`config.mk`:
```
export PLATFORM = sky130hd
export DESIGN_NAME = if_inst_queue_flat
export DESIGN_NICKNAME = d
export VERILOG_FILES = /design/src/rtl/if_inst_queue_if.sv /design/src/rtl/if_inst_queue.sv /design/src/flat_wrapper.sv
export SDC_FILE = /design/constraint.sdc
export NUM_CORES = 1
export LEC_CHECK = 0
export CAP_MARGIN = 15
export CELL_PAD_IN_SITES_DETAIL_PLACEMENT = 1
export CELL_PAD_IN_SITES_GLOBAL_PLACEMENT = 2
export CORE_ASPECT_RATIO = 0.5
export CORE_MARGIN = 1
export CORE_UTILIZATION = 40
export DETAILED_ROUTE_END_ITERATION = 10
export PLACE_DENSITY_LB_ADDON = 0.2
export SYNTH_ARGS = -nofsm -noshare
export SYNTH_HDL_FRONTEND = slang
export SYNTH_SLANG_ARGS = --single-unit
```
`constraint.sdc`:
```
create_clock -name clk -period 6 [get_ports clk]
set_input_delay 1.2 -clock clk [delete_from_list [all_inputs] [get_ports clk]]
set_output_delay 1.2 -clock clk [all_outputs]
set_load 0.02 [all_outputs]
```
`src/rtl/if_inst_queue_if.sv`:
```
// Handshake bundle between ifu (master) and the instruction queue (slave), plus the
// redirect flush and the occupancy count.
interface if_inst_queue_if #(
  parameter int unsigned AW = 2,
  parameter int unsigned DW = 32
);
  logic          flush;
  logic          push_valid;
  logic [DW-1:0] push_pc;
  logic [DW-1:0] push_inst;
  logic          push_ready;
  logic          pop_valid;
  logic [DW-1:0] pop_pc;
  logic [DW-1:0] pop_inst;
  logic          pop_ready;
  logic [AW:0]   count;

  modport master (
    output flush, push_valid, push_pc, push_inst, pop_ready,
    input  push_ready, pop_valid, pop_pc, pop_inst, count
  );

  modport slave (
    input  flush, push_valid, push_pc, push_inst, pop_ready,
    output push_ready, pop_valid, pop_pc, pop_inst, count
  );
endinterface

```
`src/rtl/if_inst_queue.sv`:
```
// Instruction fetch queue: FIFO of {pc, inst} pairs between ifu and id with flush.
// Optional macro IFQ_BYPASS_EN gives a zero-latency path from push to pop when empty.
module if_inst_queue #(
  parameter int unsigned DEPTH = 4,
  parameter int unsigned AW    = 2,
  parameter int unsigned DW    = 32
) (
  input  logic              clk,
  input  logic              rst_n,
  if_inst_queue_if.slave    q
);

  logic [DW-1:0] pc_mem   [DEPTH];
  logic [DW-1:0] inst_mem [DEPTH];
  logic [AW-1:0] wr_ptr;
  logic [AW-1:0] rd_ptr;
  logic [AW:0]   count_q;

  logic full;
  logic empty;
  logic bypass_c;
  logic push_fire;
  logic pop_fire;
  logic do_write;
  logic do_read;

  assign full  = (count_q == (AW+1)'(DEPTH));
  assign empty = (count_q == '0);

`ifdef IFQ_BYPASS_EN
  assign bypass_c = empty && q.push_valid && !q.flush;
`else
  assign bypass_c = 1'b0;
`endif

  // Ready depends only on registered occupancy: no ready-through when full.
  assign q.push_ready = !full;
  assign q.count      = count_q;

  assign push_fire = q.push_valid && !full;
  assign pop_fire  = (!empty || bypass_c) && q.pop_ready;
  // A bypassed entry consumed in the same cycle is never stored.
  assign do_write  = push_fire && !(bypass_c && q.pop_ready);
  assign do_read   = pop_fire && !bypass_c;

  always_comb begin
    q.pop_valid = 1'b0;
    q.pop_pc    = '0;
    q.pop_inst  = '0;
    if (!empty) begin
      q.pop_valid = 1'b1;
      q.pop_pc    = pc_mem[rd_ptr];
      q.pop_inst  = inst_mem[rd_ptr];
    end else if (bypass_c) begin
      q.pop_valid = 1'b1;
      q.pop_pc    = q.push_pc;
      q.pop_inst  = q.push_inst;
    end
  end

  // Pointer and occupancy state; reset beats flush beats push/pop.
  always_ff @(posedge clk) begin
    if (!rst_n) begin
      wr_ptr  <= '0;
      rd_ptr  <= '0;
      count_q <= '0;
    end else if (q.flush) begin
      wr_ptr  <= '0;
      rd_ptr  <= '0;
      count_q <= '0;
    end else begin
      if (do_write) wr_ptr <= wr_ptr + AW'(1);
      if (do_read)  rd_ptr <= rd_ptr + AW'(1);
      case ({do_write, do_read})
        2'b10:   count_q <= count_q + (AW+1)'(1);
        2'b01:   count_q <= count_q - (AW+1)'(1);
        default: count_q <= count_q;
      endcase
    end
  end

  // Storage is not reset; only pointers and count define validity.
  always_ff @(posedge clk) begin
    if (rst_n && !q.flush && do_write) begin
      pc_mem[wr_ptr]   <= q.push_pc;
      inst_mem[wr_ptr] <= q.push_inst;
    end
  end

endmodule
```
`src/flat_wrapper.sv`:
```
// flat-port wrapper written by rule: the top's interface ports become plain ports
module if_inst_queue_flat 
#(
  parameter int unsigned DEPTH = 4,
  parameter int unsigned AW    = 2,
  parameter int unsigned DW    = 32
)
  (clk, rst_n, q_flush, q_push_valid, q_push_pc, q_push_inst, q_pop_ready, q_push_ready, q_pop_valid, q_pop_pc, q_pop_inst, q_count);
  if_inst_queue_if #(.AW(AW), .DW(DW)) q_i ();
  input  logic clk;
  input  logic rst_n;
  input wire logic [$bits(q_i.flush)-1:0] q_flush;
  input wire logic [$bits(q_i.push_valid)-1:0] q_push_valid;
  input wire logic [$bits(q_i.push_pc)-1:0] q_push_pc;
  input wire logic [$bits(q_i.push_inst)-1:0] q_push_inst;
  input wire logic [$bits(q_i.pop_ready)-1:0] q_pop_ready;
  output wire logic [$bits(q_i.push_ready)-1:0] q_push_ready;
  output wire logic [$bits(q_i.pop_valid)-1:0] q_pop_valid;
  output wire logic [$bits(q_i.pop_pc)-1:0] q_pop_pc;
  output wire logic [$bits(q_i.pop_inst)-1:0] q_pop_inst;
  output wire logic [$bits(q_i.count)-1:0] q_count;
  assign q_i.flush = q_flush;
  assign q_i.push_valid = q_push_valid;
  assign q_i.push_pc = q_push_pc;
  assign q_i.push_inst = q_push_inst;
  assign q_i.pop_ready = q_pop_ready;
  assign q_push_ready = q_i.push_ready;
  assign q_pop_valid = q_i.pop_valid;
  assign q_pop_pc = q_i.pop_pc;
  assign q_pop_inst = q_i.pop_inst;
  assign q_count = q_i.count;
  if_inst_queue #(.DEPTH(DEPTH), .AW(AW), .DW(DW)) u_core (.clk(clk), .rst_n(rst_n), .q(q_i));
endmodule
```
==> impl_results.md <==
* Area fraction in compound gates after synthesis at less than 1%
* Synthesis-to-finish area growth at 25.0%
* Static leakage at 0.00402 uW
* Worst clock skew on the final layout at around 0.014 ns
* Skew-Pair Late Insertion Delay at ~0.51 ns
* Share of the cycle needed by the critical path after routing at between 70% and 80%
* Hold buffers post-CTS at 0
* Post-route ant nets at 0
* Die ar. at between 0.02 and 0.03 mm^2
* Final count of negative-setup-slack endpoints at 0
* CP endpoint: q_pop_pc[18]
* Leading cell types in the layout, fill and taps excluded: 256 x sky130_fd_sc_hd__edfxtp_1, 137 x sky130_fd_sc_hd__clkdlybuf4s50_1, 64 x sky130_fd_sc_hd__and2_1
* Part of the Yosys area used for sequential elements at between 70% and 80%
* Post-route DRC violation count at 0
* Crit-path leading delay family: buffers and inverters
* Worst R2R Path Depth at 9
* Die outline width at around 230 um
* Share of the synthesized area in the top cell type at between 70 and 80%
* Wire length of the first global-routing pass at 31500 um
* XOR/XNOR share of the synthesized area at 0.343%
* Clock transition at the registers of the reported paths at 0.06 ns
* Number of fill cells at roughly 2.2k
* Post-Synthesis Cells at 457
* Peak supply drop at between 0.15 and 0.2 mV
* Dominant combinational cell family by area after synthesis: multiplexers
* Kind of capture point of the worst setup path: primary output
* Cell total after placement at just over 900
* Number of flip-flops and latches in the synthesized netlist at about 270
* Share of synthesized cell area in and, or, nand and nor gates at 4.99%
* Post-synthesis mux area share at between 10% and 20%
* Start-to-end type of the worst setup path: flip-flop to primary output
* Setup slack on the worst flop-to-flop path at ~3.6 ns
* Slew of the pin with the lowest slew margin at 1.05 ns
* Critical path arrival at 3.07 ns
* Required @ worst endpoint at between 4 and 5 ns
* Count of routing violations after the opening detailed-route iteration at approximately 250
* Fraction of final layout cells sized beyond drive strength 1 at between 10% and 20%
* Category of the worst setup path launch point: flip-flop
* Boundary pin count at between 100 and 150
* Start of the worst register-to-register path: u_core.q.count[2]$_SDFFE_PP0P_
* Post-synth top area cell: sky130_fd_sc_hd__edfxtp_1
* Sum of internal, switching and leakage power at just under 4000 uW
* Worst Path Max Fanout at 33
* Die boundary height at between 100 and 150 um
* Clock net sink count at between 200 and 300
* Grt ovf at 0
* Post_cts resized at 0
* HPWL after detailed placement at between 10000 and 15000 um
* Worst-case clock buffer depth at 3
* Standard-cell rows at 40
* Wirelength per Cell at roughly 22 um
* Vias per cell at ~5
* Global placement routability congestion at between 0.6 and 0.7
* Sum Neg Setup Slack at 0 ns
* Status: finished, final reports clean
* Final critical delay including setup and external delays at between 4 and 5 ns
* Setup bufs post-CTS at 0
* Antenna violations before repair at 1
* Hold WC Path Type: flip-flop to flip-flop
* Post-synthesis instance area at just over 0.01 mm^2
* Core area at roughly 0.025 mm^2
* Root Buffer Master: sky130_fd_sc_hd__clkbuf_16
* Reg-to-Reg End: u_core.q.count[2]$_SDFFE_PP0P_
* Maximum number of pins on one net before global-route repair at 65
* Syn nets at roughly 530
* TritonCTS clock tree: yes
* Crit-path max cell delay at approximately 0.79 ns
* H-tree levels at 1
* Power density over the cells at around 310 mW/mm^2
* Total detailed-routing wirelength at around 21000 um
* Rel. slew slack at around 30%
* Number of cells on the critical path at 4
* Fin nets at approximately 700
* Max cap viols at 0
* Total clock buffers created by CTS at 24
* Number of optimization iterations in the first detailed-route pass at 4
* Average size of a mapped cell at around 22 um^2
* Count of vias placed by the detailed router at around 4.8k
* Commonest non-fill, non-tap cell in the layout: sky130_fd_sc_hd__edfxtp_1
* Via count of the first global-routing pass at between 5k and 6k
* Global routing usage summed across all routing layers at 16.0%
* WP buf/inv at 2
* Setup repair after global routing missed its margin: false
* Synth warn at 0
* Max Transition Viols Final at 0
* Starting utilization of the core area at a little over two fifths
* Number of endpoints with negative hold slack in the final report at 0
* Adder-cell share of the synthesized area at 0.809%
* Cell type of the slowest stage on the worst timing path: sky130_fd_sc_hd__dfxtp_4
* Crit-path cells: buf_4 -> mux4_2 -> and2_1 -> clkdlybuf4s50_1
* Highest achievable clock rate at 234 MHz
* Number of library cell types mapped by synthesis at 27
* Cell types with the largest area share after synthesis: sky130_fd_sc_hd__edfxtp_1 75%, sky130_fd_sc_hd__mux4_2 13%, sky130_fd_sc_hd__and2_1 3.9%, sky130_fd_sc_hd__dfxtp_1 1.8%, sky130_fd_sc_hd__buf_12 1.2%
* Post-Layout Cell Count at 961
* Port Buf Inserts at about 140
[routing by layer]
metal  part of all wire (%)  global-route usage [%]  vias up
met5                      0                       0        -
met4                    1.4                    3.67        0
met3                    2.8                    2.78       24
met2                     50                    27.9       75
met1                     46                    21.3     2559
li1                       -                       -     2152
[state kept, by name, summed over array words and instances, names as in the netlist, named ones only]
signal           flops
u_core.inst_mem    128
u_core.pc_mem      128
u_core.q.count       3
u_core.rd_ptr        2
u_core.wr_ptr        2
[synthesized netlist by cell type]
cell type	count
sky130_fd_sc_hd__nand4_1	2
sky130_fd_sc_hd__or3_1	2
sky130_fd_sc_hd__nand2b_1	1
sky130_fd_sc_hd__nor2b_1	1
sky130_fd_sc_hd__buf_12	6
sky130_fd_sc_hd__edfxtp_1	256
sky130_fd_sc_hd__clkbuf_1	7
sky130_fd_sc_hd__xor2_1	4
sky130_fd_sc_hd__o311ai_0	1
sky130_fd_sc_hd__clkbuf_2	1
sky130_fd_sc_hd__dfxtp_1	9
sky130_fd_sc_hd__a21oi_1	2
sky130_fd_sc_hd__nor2_1	6
sky130_fd_sc_hd__inv_1	7
sky130_fd_sc_hd__buf_6	1
sky130_fd_sc_hd__nand2_1	1
sky130_fd_sc_hd__ha_1	5
sky130_fd_sc_hd__fa_1	1
sky130_fd_sc_hd__o31ai_1	2
sky130_fd_sc_hd__or3b_4	1
sky130_fd_sc_hd__mux4_1	4
sky130_fd_sc_hd__mux4_2	60
sky130_fd_sc_hd__o21ai_0	2
sky130_fd_sc_hd__buf_2	6
sky130_fd_sc_hd__and3_1	4
sky130_fd_sc_hd__and2_4	1
sky130_fd_sc_hd__and2_1	64
[worst min path at each step]
stage                                              from                       endpoint  slack (ns)  depth (start not counted)
final                     u_core.wr_ptr[0]$_SDFFE_PP0P_  u_core.wr_ptr[0]$_SDFFE_PP0P_        0.51                          2
after global routing      u_core.wr_ptr[0]$_SDFFE_PP0P_  u_core.wr_ptr[0]$_SDFFE_PP0P_        0.58                          2
after CTS                 u_core.wr_ptr[0]$_SDFFE_PP0P_  u_core.wr_ptr[0]$_SDFFE_PP0P_        0.51                          2
after detailed placement  u_core.wr_ptr[0]$_SDFFE_PP0P_  u_core.wr_ptr[0]$_SDFFE_PP0P_        0.50                          2
after global placement    u_core.wr_ptr[0]$_SDFFE_PP0P_  u_core.wr_ptr[0]$_SDFFE_PP0P_        0.50                          2
after floorplan           u_core.wr_ptr[0]$_SDFFE_PP0P_  u_core.wr_ptr[0]$_SDFFE_PP0P_        0.47                          2
[worst register-to-register path, delay by kind of cell, from the launching register on]
| kind | cells | cell delay (ns) |
|---|---|---|
| and+or+nand+nor | 3 | 0.93 |
| buffers and inverters | 2 | 0.13 |
| AOI/OAI and AO/OA | 1 | 0.14 |
| DFF | 1 | 0.42 |
| xor gates and xnor gates | 1 | 0.16 |
| adders and majority gates | 2 | 0.56 |
[per-stage QoR]
stage	setup WS, ns	hold WS [ns]	cell area, um^2	util (%)
3_5_place_dp	2.17	0.504	11900	48.5
6_report	1.73	0.512	12800	52.1
4_1_cts	1.60	0.511	12800	52.1
3_3_place_gp	2.15	0.498	11900	48.5
5_1_grt	1.51	0.577	12800	52.1
2_1_floorplan	2.50	0.470	10200	-
[report_power, final]
part	switching (uW)	internal (uW)
Clock	650	1000
Sequential	9.44	2050
Combinational	120	125
Total	779	3180
[cells by family after synthesis]
group                      after synthesis
buffers and inverters                   28
and+or+nand+nor                         83
DFF                                    265
adders and majority gates                6
AOI/OAI and AO/OA                        7
xor gates and xnor gates                 4
muxes                                   64
[final cells by class]
cell class                      instances  area, um^2  share of cell area [%]
Sequential cell                       265        7880                    61.7
Antenna cell                            1        2.50                  0.0196
Clock buffer                           35         756                    5.92
Multi-Input combinational cell        164        2150                    16.8
Clock inverter                          9         119                   0.931
Inverter                                7        26.3                   0.206
Tap cell                              336         420                    3.29
Timing Repair Buffer                  144        1420                    11.1
Note: power is estimated with default switching activity, not from simulation.
